<file path="src/rtl/hdr_exchanger_pkg.sv">
// Shared types and helpers for the HDR gain exchanger: sample width, FSM
// state encoding and the sign-change test used by zero-crossing detection.
package hdr_exchanger_pkg;

    localparam int SAMPLE_W = 9;

    typedef enum logic [1:0] {
        S_LG      = 2'd0,
        S_WAIT_ZC = 2'd1,
        S_HG      = 2'd2
    } exch_state_t;

    function automatic logic sign_change(input logic signed [SAMPLE_W-1:0] a,
                                         input logic signed [SAMPLE_W-1:0] b);
        return a[SAMPLE_W-1] ^ b[SAMPLE_W-1];
    endfunction

endpackage

</file>
<file path="src/rtl/hdr_zero_cross_detect.sv">
// Flags a zero crossing of the HG path: sign flip against the previous
// sample, or an exact zero sample.
module hdr_zero_cross_detect
    import hdr_exchanger_pkg::*;
(
    input  logic                CLK_3M,
    input  logic                reset,
    input  logic [SAMPLE_W-1:0] sample_hg,
    output logic                zc
);

    logic signed [SAMPLE_W-1:0] prev_hg;
    logic signed [SAMPLE_W-1:0] cur_hg;

    assign cur_hg = sample_hg;

    always_ff @(posedge CLK_3M or negedge reset) begin
        if (!reset) begin
            prev_hg <= '0;
        end else begin
            prev_hg <= cur_hg;
        end
    end

    assign zc = sign_change(cur_hg, prev_hg) || (cur_hg == '0);

endmodule

</file>
<file path="src/rtl/hdr_gain_exchanger.sv">
// Selects between LG and HG ADC paths per sample: immediate switch to LG,
// HG switch deferred to a zero crossing (or timeout) after a minimum LG dwell.
module hdr_gain_exchanger
    import hdr_exchanger_pkg::*;
#(
    parameter int GAIN_SHIFT = 4,
    parameter int MIN_DWELL  = 64,
    parameter int ZC_TIMEOUT = 256
) (
    input  logic                           CLK_3M,
    input  logic                           reset,
    input  logic                           alpha,
    input  logic [SAMPLE_W-1:0]            sample_lg,
    input  logic [SAMPLE_W-1:0]            sample_hg,
    output logic [SAMPLE_W+GAIN_SHIFT-1:0] out_sample,
    output logic                           gain_sel,
    output logic                           switch_pulse
);

    localparam int OUT_W   = SAMPLE_W + GAIN_SHIFT;
    localparam int DWELL_W = $clog2(MIN_DWELL) + 1;
    localparam int ZC_W    = $clog2(ZC_TIMEOUT) + 1;

    localparam logic [DWELL_W-1:0] DWELL_MAX = DWELL_W'(MIN_DWELL);
    localparam logic [ZC_W-1:0]    ZC_LAST   = ZC_W'(ZC_TIMEOUT - 1);

    function automatic logic signed [OUT_W-1:0] norm_lg(input logic signed [SAMPLE_W-1:0] s);
        return {s, {GAIN_SHIFT{1'b0}}};
    endfunction

    function automatic logic signed [OUT_W-1:0] norm_hg(input logic signed [SAMPLE_W-1:0] s);
        return OUT_W'(s);
    endfunction

    exch_state_t          state, state_nxt;
    logic [DWELL_W-1:0]   dwell_cnt, dwell_nxt;
    logic [ZC_W-1:0]      zc_cnt, zc_nxt;
    logic                 zc;

    logic signed [OUT_W-1:0] out_nxt;
    logic                    sel_hg_nxt;
    logic                    pulse_nxt;

    logic signed [OUT_W-1:0] out_sample_p1;
    logic                    gain_sel_p1;
    logic                    switch_pulse_p1;

    hdr_zero_cross_detect u_zc (
        .CLK_3M    (CLK_3M),
        .reset     (reset),
        .sample_hg (sample_hg),
        .zc        (zc)
    );

    always_ff @(posedge CLK_3M or negedge reset) begin
        if (!reset) begin
            state     <= S_LG;
            dwell_cnt <= '0;
            zc_cnt    <= '0;
        end else begin
            state     <= state_nxt;
            dwell_cnt <= dwell_nxt;
            zc_cnt    <= zc_nxt;
        end
    end

    // alpha is checked first in every state so a large signal always wins
    always_comb begin
        state_nxt = state;
        dwell_nxt = dwell_cnt;
        zc_nxt    = zc_cnt;
        unique case (state)
            S_LG: begin
                if (dwell_cnt < DWELL_MAX) dwell_nxt = dwell_cnt + DWELL_W'(1);
                if (!alpha && dwell_cnt >= DWELL_MAX) begin
                    state_nxt = S_WAIT_ZC;
                    zc_nxt    = '0;
                end
            end
            S_WAIT_ZC: begin
                if (dwell_cnt < DWELL_MAX) dwell_nxt = dwell_cnt + DWELL_W'(1);
                if (alpha) begin
                    state_nxt = S_LG;
                end else if (zc || zc_cnt == ZC_LAST) begin
                    state_nxt = S_HG;
                end else begin
                    zc_nxt = zc_cnt + ZC_W'(1);
                end
            end
            S_HG: begin
                if (alpha) begin
                    state_nxt = S_LG;
                    dwell_nxt = '0;
                end
            end
            default: begin
                state_nxt = S_LG;
            end
        endcase
    end

    // Path choice follows the next state so a switch takes effect on this sample
    always_comb begin
        sel_hg_nxt = (state_nxt == S_HG);
        out_nxt    = sel_hg_nxt ? norm_hg(sample_hg) : norm_lg(sample_lg);
        pulse_nxt  = sel_hg_nxt ^ gain_sel_p1;
    end

    // p1: registered outputs
    always_ff @(posedge CLK_3M or negedge reset) begin
        if (!reset) begin
            out_sample_p1   <= '0;
            gain_sel_p1     <= 1'b0;
            switch_pulse_p1 <= 1'b0;
        end else begin
            out_sample_p1   <= out_nxt;
            gain_sel_p1     <= sel_hg_nxt;
            switch_pulse_p1 <= pulse_nxt;
        end
    end

    assign out_sample   = out_sample_p1;
    assign gain_sel     = gain_sel_p1;
    assign switch_pulse = switch_pulse_p1;

endmodule
</file>
<file path="config.mk">
export PLATFORM = sky130hd
export DESIGN_NAME = hdr_gain_exchanger
export DESIGN_NICKNAME = d
export VERILOG_FILES = /design/src/rtl/hdr_exchanger_pkg.sv /design/src/rtl/hdr_zero_cross_detect.sv /design/src/rtl/hdr_gain_exchanger.sv
export SDC_FILE = /design/constraint.sdc
export NUM_CORES = 1
export LEC_CHECK = 0
export CORE_ASPECT_RATIO = 0.6
export CORE_MARGIN = 2
export CORE_UTILIZATION = 35
export DETAILED_ROUTE_END_ITERATION = 12
export GPL_ROUTABILITY_DRIVEN = 0
export GPL_TIMING_DRIVEN = 0
export SYNTH_ARGS = -nofsm -noshare
export SYNTH_HDL_FRONTEND = slang
export SYNTH_SLANG_ARGS = --single-unit
</file>
<file path="constraint.sdc">
create_clock -name CLK_3M -period 2.55 [get_ports CLK_3M]
set_clock_uncertainty 0.15 [all_clocks]
set_input_delay 0.255 -clock CLK_3M [delete_from_list [all_inputs] [get_ports CLK_3M]]
set_output_delay 0.255 -clock CLK_3M [all_outputs]
set_load 0.02 [all_outputs]
</file>
==> results.yml <==
min_path:
  min_delay_path_depth: 1
  worstHoldPathType: "flip-flop to flip-flop"
  min_from: "gain_sel"
  hold_end: "switch_pulse"
synthesis:
  yosys.area_share.xor_xnor_pct: 2.69
  synthAdderAreaFrac_pct: 2.30
  yosys.area_share.simple_pct: 17.7
  netlist_area_sq_um: 1630
  synth_area_per_cell_sq_um: 12.0
  synth-main-ff-cell: "dfrtp_1"
  synth.distinct_cells: 42
  syn_nets: 160
  synth_seq_area_share_pct: 52.2
  synth_compound_area_share_pct: 11.7
  yosys_warnings: 0
  yosys_register_bits: 34
  netlist_instances: 136
  async_flop_share_pct: 100
  synth_top_family_by_area: "simple AND/OR/NAND/NOR gates"
  synthMuxAreaShare_pct: 10.9
  synth_edf_count: 0
setup_path:
  critical_path.max_fanout: 10
  start_kind: "flip-flop"
  r2r_start: "zc_cnt[0]"
  cp.arrival_ns: 2.40
  worstSetupPathType: "flip-flop to flip-flop"
  reg2reg_setup_slack_ns: 0.17
  worstPathRequired_ns: 2.57
  endpoint_kind: "flip-flop"
  r2r_cells: 8
  r2r-end: "out_sample[9]"
sta:
  finalSetupViolations: 0
  rsz0062_at_grt: "no"
  slew_viol_final: 0
  relSlewSlack_pct: 50.6
  fin_tns_setup_ns: 0
  finalCritPeriodShare_pct: 93.3
  layout_min_cycle_time_ns: 2.38
  final-hold-violation-count: 0
  max_freq_ghz: 0.420
  tightest_slew_ns: 0.742
clocking:
  ctsLongestPathBuffers: 2
  cts.sinks: 34
  cts_tree: "built"
  path_clk_slew_ns: 0.07
  clk_latency_ns: 0.29
  htreeDepth: 2
  cts_inserted_buffers: 5
  root_buffer: "clkbuf_8"
routing:
  drt-initial-drc-count: 51
  dr.pass1.iters: 4
  wl_um: 3380
  vias_per_cell: 4.98
  routedWlPerCell_um: 13.9
  ant_nets: 0
  drc_errors: 0
  vias: 1215
run:
  maxCapViolCount: 0
floorplanning:
  start_util_pct: 36.1
  ios: 36
  die_h_um: 56.8
  dieArea_sq_um: 5230
  num_rows: 19
  core_area_sq_um: 4520
  die_width_um: 92.1
global_route:
  grt_pass1_wl_um: 5770
  grt_overflow_total: 0
  grt_pass1_vias: 1259
  grtUsageTotal_pct: 14.6
  grt_max_degree: 35
  antenna_found_initial: 0
final_layout:
  syn_to_final_growth_pct: 37.2
  drive_gt1_share_pct: 22.7
  postLayoutCoreUtil_pct: 49.5
  layout_common_cells: "34 x dfrtp_1, 34 x clkdlybuf4s50_1, 13 x nand2_1"
  multiInputGateArea_sq_um: 759
  antenna_cells: 0
  regArea_sq_um: 851
  nFillCells: 423
  nets: 204
run_status:
  status: "finished clean"
pwr:
  p_leak_nw: 0.980
  ir_worst_vdd_mv: 0.265
  p_per_area_nw_per_um2: 560
placed_design:
  dpl.hpwl_um: 2520
  io_buffers: 35
-- report_power, final --
part | internal, mW | switching [mW]
clock | 0.417 | 0.199
sequential | 0.547 | 0.00248
combinational | 0.0488 | 0.0376
total | 1.01 | 0.239
-- worst max-delay path by stage --
stage,startpoint,to
2_1_floorplan,zc_cnt[0],out_sample[10]
3_3_place_gp,zc_cnt[0],zc_cnt[2]
3_5_place_dp,zc_cnt[0],zc_cnt[2]
4_1_cts,zc_cnt[0],zc_cnt[8]
5_1_grt,zc_cnt[0],out_sample[9]
6_report,zc_cnt[0],out_sample[9]
-- routing by layer --
metal,up-vias,GRT usage (%),routed length [um]
li1,572,-,-
met1,591,18.9,1580
met2,45,22.2,1500
met3,7,4.43,235
met4,0,7.68,71
met5,-,0,0
-- metrics by stage --
stage	setup WS, ns	cells	area, sq um	hold slack, ns	power, mW
4_1_cts	0.0736	243	2210	0.345	1.27
5_1_grt	0.0669	244	2230	0.368	1.30
2_1_floorplan	0.320	136	1630	-0.191	0.584
3_5_place_dp	0.0175	234	2050	0.220	0.646
6_report	0.170	244	2230	0.335	1.25
3_3_place_gp	0.146	234	2060	0.321	0.645
-- repair_timing --
| action | CTS | global route |
|---|---|---|
| setup endpoints to repair | 2 | 9 |
| setup buffers | 0 | 1 |
| hold buffers | 1 | 0 |
| resized for setup | 1 | 4 |
| endpoints found under the hold margin | 34 | 0 |
-- cell type report --
class | instances | share of cell area [%]
Clock buffer | 6 | 3.70
Tap cell | 63 | 3.53
Buffer | 2 | 1.12
Multi-Input combinational cell | 96 | 34.0
Inverter | 4 | 0.672
Timing Repair Buffer | 37 | 16.2
Clock inverter | 2 | 2.69
Sequential cell | 34 | 38.1
-- cells in the mapped netlist, types with 4 or more instances --
library cell  number  area share (%)
nor2_1             9             2.1
mux2i_1            5             3.1
dfrtp_1           34              52
and2_2             4             1.8
a21oi_1            5             1.5
mux2_2             6             4.1
nand2_1           13             3.0
o21ai_0            4             1.2
mux2_4             4             3.7
nand3_1            5             1.5
xor2_1             5             2.7
nand2b_1           5             1.9
-- worst max-delay path, stage by stage (launching register included) --
cell and delay, ns:
dfrtp_1 0.44, ha_1 0.25, nand2_1 0.11, nor2_1 0.07
ha_2 0.21, o311a_2 0.43, o31a_4 0.16, buf_12 0.16
mux2_4 0.29
-- sequential cells by signal, summed over array words and instances (netlist names) --
register,cells
zc_cnt,9
state,2
switch_pulse,1
gain_sel,1
dwell_cnt,7
out_sample,13
u_zc.prev_hg,1
-- logic make-up (layout without fill, tap and decap cells) --
logic type / count (synthesis) / count (layout)
AO/OA/AOI/OAI: 23 / 23
XOR/XNOR: 5 / 5
adder cells (fa/ha/maj): 3 / 3
buffers and inverters: 6 / 51
flip-flops: 34 / 34
multiplexers: 15 / 15
AND/OR/NAND/NOR: 50 / 50
Power figures use the tool's default switching activity.
